[src/rtl/cpu_v1_pkg.sv]
// Shared types for the cpu_v1 core: opcodes, ALU control word, flag indices
// and the opcode decode ROM.
package cpu_v1_pkg;

  localparam int NREGS = 16;
  localparam int XLEN  = 8;

  localparam int FLAG_C = 2;
  localparam int FLAG_Z = 1;
  localparam int FLAG_N = 0;

  typedef enum logic [3:0] {
    OP_ADD = 4'h0,
    OP_SUB = 4'h1,
    OP_AND = 4'h2,
    OP_OR  = 4'h3,
    OP_XOR = 4'h4,
    OP_NOT = 4'h5,
    OP_INC = 4'h6,
    OP_DEC = 4'h7,
    OP_MOV = 4'h8,
    OP_NEG = 4'h9,
    OP_LDI = 4'hF
  } opcode_e;

  localparam logic [1:0] FN_ADD = 2'b00;
  localparam logic [1:0] FN_AND = 2'b01;
  localparam logic [1:0] FN_OR  = 2'b10;
  localparam logic [1:0] FN_XOR = 2'b11;

  typedef struct packed {
    logic       za;
    logic       na;
    logic       zb;
    logic       nb;
    logic       cin;
    logic [1:0] fn;
    logic       no;
  } cw_t;

  typedef struct packed {
    cw_t  cw;
    logic we;
    logic ldi;
    logic fl_en;
  } ctrl_t;

  function automatic cw_t mk_cw(logic za, logic na, logic zb, logic nb,
                                logic cin, logic [1:0] fn, logic no);
    cw_t c;
    c.za  = za;
    c.na  = na;
    c.zb  = zb;
    c.nb  = nb;
    c.cin = cin;
    c.fn  = fn;
    c.no  = no;
    return c;
  endfunction

  // Reserved opcodes A-E decode to all-zero: no write, flags held.
  function automatic ctrl_t decode(logic [3:0] op);
    ctrl_t c;
    c = '0;
    c.we    = 1'b1;
    c.fl_en = 1'b1;
    case (opcode_e'(op))
      OP_ADD:  c.cw = mk_cw(0, 0, 0, 0, 0, FN_ADD, 0);
      OP_SUB:  c.cw = mk_cw(0, 0, 0, 1, 1, FN_ADD, 0);
      OP_AND:  c.cw = mk_cw(0, 0, 0, 0, 0, FN_AND, 0);
      OP_OR:   c.cw = mk_cw(0, 0, 0, 0, 0, FN_OR,  0);
      OP_XOR:  c.cw = mk_cw(0, 0, 0, 0, 0, FN_XOR, 0);
      OP_NOT:  c.cw = mk_cw(0, 1, 1, 0, 0, FN_OR,  0);
      OP_INC:  c.cw = mk_cw(0, 0, 1, 0, 1, FN_ADD, 0);
      OP_DEC:  c.cw = mk_cw(0, 0, 1, 1, 0, FN_ADD, 0);
      OP_MOV:  c.cw = mk_cw(0, 0, 1, 0, 0, FN_OR,  0);
      OP_NEG:  c.cw = mk_cw(0, 1, 1, 0, 1, FN_ADD, 0);
      OP_LDI: begin
        c.cw    = '0;
        c.ldi   = 1'b1;
        c.fl_en = 1'b0;
      end
      default: c = '0;
    endcase
    return c;
  endfunction

endpackage

[src/rtl/cpu_v1_alu.sv]
// Combinational control-word ALU: operand zero/invert, add or bitwise op,
// optional output invert, plus carry/zero/negative status.
module cpu_v1_alu
  import cpu_v1_pkg::*;
(
  input  logic [XLEN-1:0] a_i,
  input  logic [XLEN-1:0] b_i,
  input  cw_t             cw_i,
  output logic [XLEN-1:0] result_o,
  output logic            carry_o,
  output logic            zero_o,
  output logic            neg_o
);

  logic [XLEN-1:0] a_z, b_z, a_p, b_p, r_raw;
  logic [XLEN:0]   sum;

  always_comb begin
    a_z   = cw_i.za ? '0 : a_i;
    a_p   = cw_i.na ? ~a_z : a_z;
    b_z   = cw_i.zb ? '0 : b_i;
    b_p   = cw_i.nb ? ~b_z : b_z;
    sum   = {1'b0, a_p} + {1'b0, b_p} + {{XLEN{1'b0}}, cw_i.cin};
    r_raw = sum[XLEN-1:0];
    carry_o = 1'b0;
    case (cw_i.fn)
      FN_ADD: begin
        r_raw   = sum[XLEN-1:0];
        carry_o = sum[XLEN];
      end
      FN_AND:  r_raw = a_p & b_p;
      FN_OR:   r_raw = a_p | b_p;
      default: r_raw = a_p ^ b_p;
    endcase
    result_o = cw_i.no ? ~r_raw : r_raw;
    zero_o   = (result_o == '0);
    neg_o    = result_o[XLEN-1];
  end

endmodule

[src/rtl/cpu_v1.sv]
// Single-cycle 8-bit core: decode ROM, 16x8 register file with two async
// read ports and one sync write port, ALU and registered flags.
module cpu_v1
  import cpu_v1_pkg::*;
(
  input  logic        clk,
  input  logic        rst_n,
  input  logic [15:0] inst,
  input  logic [3:0]  dbg_addr,
  output logic [7:0]  dbg_data,
  output logic [7:0]  alu_out,
  output logic [2:0]  flags
);

  logic [XLEN-1:0] regs_q [NREGS];
  logic [2:0]      flags_q, flags_d;
  logic [XLEN-1:0] wr_data_d;
  logic [3:0]      op, rd, rs1, rs2;
  ctrl_t           ctl;
  logic            carry, zero, neg;

  assign op  = inst[15:12];
  assign rd  = inst[11:8];
  assign rs1 = inst[7:4];
  assign rs2 = inst[3:0];
  assign ctl = decode(op);

  cpu_v1_alu u_alu (
    .a_i      (regs_q[rs1]),
    .b_i      (regs_q[rs2]),
    .cw_i     (ctl.cw),
    .result_o (alu_out),
    .carry_o  (carry),
    .zero_o   (zero),
    .neg_o    (neg)
  );

  always_comb begin
    wr_data_d = ctl.ldi ? inst[7:0] : alu_out;
    flags_d   = flags_q;
    if (ctl.fl_en) begin
      flags_d[FLAG_C] = carry;
      flags_d[FLAG_Z] = zero;
      flags_d[FLAG_N] = neg;
    end
  end

  always_ff @(posedge clk or negedge rst_n) begin
    if (!rst_n) begin
      for (int i = 0; i < NREGS; i++) regs_q[i] <= '0;
      flags_q <= '0;
    end else begin
      if (ctl.we) regs_q[rd] <= wr_data_d;
      flags_q <= flags_d;
    end
  end

  assign dbg_data = regs_q[dbg_addr];
  assign flags    = flags_q;

endmodule

[config.mk]
export PLATFORM = sky130hd
export DESIGN_NAME = cpu_v1
export DESIGN_NICKNAME = d
export VERILOG_FILES = /design/src/rtl/cpu_v1_pkg.sv /design/src/rtl/cpu_v1_alu.sv /design/src/rtl/cpu_v1.sv
export SDC_FILE = /design/constraint.sdc
export NUM_CORES = 1
export LEC_CHECK = 0
export BUFFER_PORTS_ARGS = -buffer_cell sky130_fd_sc_hd__buf_2
export CORE_MARGIN = 4
export CORE_UTILIZATION = 50
export DETAILED_ROUTE_END_ITERATION = 8
export GPL_TIMING_DRIVEN = 0
export HOLD_SLACK_MARGIN = 0.02
export PLACE_DENSITY_LB_ADDON = 0.08
export SLEW_MARGIN = 20
export SYNTH_ARGS = -nofsm -noshare
export SYNTH_HDL_FRONTEND = slang
export SYNTH_SLANG_ARGS = --single-unit
[constraint.sdc]
create_clock -name clk -period 16.7 [get_ports clk]
set_input_delay 3.34 -clock clk [delete_from_list [all_inputs] [get_ports clk]]
set_output_delay 3.34 -clock clk [all_outputs]
set_load 0.02 [all_outputs]
==> flow_summary.yaml <==
yosys:
  synth-async-reset-ratio: 1.000
  synth.area.top_cells: "dfrtp_1, mux4_2, nor2_1, a21oi_1, o21ai_0"
  synth.distinct_cells: 63
  synth-warning-count: 0
  avgSynthCellArea_um2: 10.70
  ys_ff_latch: 131
  syn-num-nets: 906
  synth_edf_count: 0
  yosysTopAreaCell: "dfrtp_1"
  synth.top_cell.area_share: 0.3538
  ys_seq_area_frac: 0.3538
  syn_inst: 866
  synth.cell_area_um2: 9266
  ys.flop_type: "dfrtp_1"
route:
  detail_route.wirelength_um: 30650
  initialDrtViolationCount: 957
  drc: 0
  num_vias: 7971
  postRouteAntennaNets: 0
  first_pass_iters: 6
  via_per_inst: 6.883
  avgRoutedWirePerCell_um: 26.47
cts:
  clock_path_buffers: 2
  cts_buffers: 17
  cts_setup_buffers: 0
  cts-root-buf: "clkbuf_16"
  htreeDepth: 4
  cts_tree: "yes"
  holdBufCountCts: 0
  cts_resized: 0
  cts.sinks: 131
  cts.clk_slew.worst_paths_ns: 0.06
  worstSkewPairLatency_ns: 0.43
power_and_ir_drop:
  irDropWorstVdd_uv: 99.48
  power.internal_mw: 1.184
  p_seq_frac: 0.308
  power.share.clock: 0.194
  powerDensity_nw_per_um2: 200.5
  power_switching_share: 0.4308
  combPwrFrac: 0.498
  p_leak_nw: 4.243
  p_switching_mw: 0.8957
cells_and_area:
  antenna_cells: 0
  num-nets-final: 956
  area_growth_pct: 11.90
  drive_above_1_share: 0.2691
  postLayoutCoreUtil: 0.5733
min_path:
  hold_path_class: "reg2reg"
  min_from: "flags[0]$_DFFE_PN0P_"
global_route:
  grt_overflow: 0
  grt_usage: 0.3137
  first_global_vias: 8028
  grt_pass1_wl_um: 48060
  antenna_found_initial: 0
  grt_max_degree: 94
timing:
  tightestPinTransition_ns: 0.9808
  post-route-period-util: 0.6624
  rsz0062_at_grt: "no"
  setup-tns-final_ns: 0
  relSlewSlack: 0.3461
  fmax_mhz: 90.40
  setup_ws_ns: 5.638
  min_period_ns: 11.06
  finClkSkew_ns: 0.009564
  drv_slew: 0
  setup_violations: 0
  finalHoldViolCount: 0
floorplanning:
  core_um2: 18090
  die_width_um: 144.1
  die_h_um: 144.1
  ioPinCount: 41
  start_util: 0.5123
  row_count: 49
  dieArea_um2: 20770
critical_path:
  reg2reg_from: "regs_q[24]$_DFFE_PN0P_"
  end_kind: "primary output"
  crit_slowest_cell: "buf_1"
  crit_start: "inst[5]"
  worst-setup-path-type: "in2out"
  critical_path_required_ns: 13.36
  critPathArrivalTime_ns: 7.72
  cp-start-kind: "input port"
  crit_chain: "buf_1 -> buf_1 -> mux4_2 -> mux4_2 -> xor2_1 -> fa_1 -> inv_1 -> fa_1 -> nand2b_1 -> a21oi_1 -> or2_2 -> a211oi_2 -> nor2_1 -> buf_2"
  slowest_delay_ns: 0.76
  path_max_fanout: 10
place:
  globalplace.congestion: 0.9813
  dpl_worst_slack_ns: 5.691
  place_hpwl_um: 23280
  io_buffers: 30
status:
  status: "finished clean"
job:
  maxCapViolations: 0
==> cell type report <==
type                            count  area (um2)
Buffer                             68       342.8
Multi-Input combinational cell    635        5525
Sequential cell                   131        3278
Tap cell                          229       286.5
Fill cell                        1510        7717
Inverter                           32       120.1
Clock buffer                       18       439.2
Timing Repair Buffer               31       187.7
Clock inverter                     14       188.9
==> metal layers <==
| metal | GRT usage | up-vias | share of wire |
|---|---|---|---|
| met5 | 0 | - | 0 |
| met2 | 0.5113 | 566 | 0.49 |
| met1 | 0.4171 | 3980 | 0.37 |
| met3 | 0.06647 | 109 | 0.10 |
| li1 | - | 3316 | - |
| met4 | 0.1213 | 0 | 0.037 |
==> logic make-up (layout without fill, tap and decap cells) <==
group	after synthesis	count (layout)	synth area share
AOI/OAI and AO/OA	213	213	0.1338
xor gates and xnor gates	10	10	0.009452
adders and majority gates	18	18	0.02592
buffers and inverters	100	163	0.04996
DFF	131	131	0.3538
muxes	127	127	0.3033
and+or+nand+nor	267	267	0.1238
==> stage by stage <==
stage	hold slack (ns)	cell area (um2)	total power [mW]	std cells
after floorplan	0.4771	9266	1.322	866
after global placement	0.4906	9703	1.597	1125
after detailed placement	0.5082	9741	1.642	1126
after CTS	0.5254	10370	2.051	1158
after global routing	0.5428	10370	2.204	1158
final	0.5198	10370	2.079	1158
==> cell usage in the layout (no fill, tap or decap), drive strengths merged, types with 2 or more instances in the layout <==
| master | count |
|---|---|
| a21o | 4 |
| a21oi | 96 |
| a221oi | 4 |
| a31o | 2 |
| a31oi | 4 |
| and3 | 4 |
| and3b | 2 |
| buf | 69 |
| bufinv | 3 |
| clkbuf | 48 |
| clkinvlp | 2 |
| dfrtp | 131 |
| fa | 2 |
| ha | 16 |
| inv | 41 |
| mux2i | 6 |
| mux4 | 120 |
| nand2 | 96 |
| nand2b | 11 |
| nand3 | 12 |
| nor2 | 119 |
| nor2b | 4 |
| nor3 | 6 |
| o21a | 2 |
| o21ai | 83 |
| o21bai | 2 |
| o22ai | 2 |
| or2 | 2 |
| or3 | 3 |
| xnor2 | 2 |
| xor2 | 8 |
==> synthesized netlist by cell type, drive strengths merged (3+ instances only) <==
| cell | number |
|---|---|
| or3 | 3 |
| dfrtp | 131 |
| o21ai | 83 |
| clkbuf | 30 |
| nor3 | 6 |
| nand2 | 96 |
| a221oi | 4 |
| ha | 16 |
| inv | 32 |
| nand3 | 12 |
| buf | 38 |
| and3 | 4 |
| mux2i | 6 |
| a21oi | 96 |
| a21o | 4 |
| a31oi | 4 |
| nor2 | 119 |
| mux4 | 120 |
| nor2b | 4 |
| xor2 | 8 |
| nand2b | 11 |
==> power by group through the flow <==
| stage | clock network, mW | registers (mW) | logic [mW] |
|---|---|---|---|
| CTS | 0.407 | 0.631 | 1.01 |
| global route | 0.423 | 0.659 | 1.12 |
| global placement | 0 | 0.616 | 0.981 |
| finish | 0.403 | 0.640 | 1.04 |
| detailed placement | 0 | 0.634 | 1.01 |
| floorplan | 0 | 0.573 | 0.749 |
==> flip-flops by register name, summed over array words and instances (netlist names) <==
signal and count:
flags 3, regs_q 128
==> worst paths after layout <==
path	slack (ns)	endpoint	cells past startpoint
max	5.64	alu_out[4]	14
min	0.52	flags[0]$_DFFE_PN0P_	1
min in group asynchronous	2.78	regs_q[104]$_DFFE_PN0P_	1
max reg2reg	12.07	regs_q[45]$_DFFE_PN0P_	15
min reg2reg	0.52	flags[0]$_DFFE_PN0P_	1
max in group asynchronous	13.13	regs_q[45]$_DFFE_PN0P_	2
==> worst max-delay path: cells and delay by family <==
family / cells / cell delay, ns
AOI/OAI and AO/OA: 2 / 0.25
and+or+nand+nor: 3 / 0.62
muxes: 2 / 0.99
xor gates and xnor gates: 1 / 0.39
buffers and inverters: 4 / 1.35
adders and majority gates: 2 / 0.77
(Power assumes the default switching activity.)
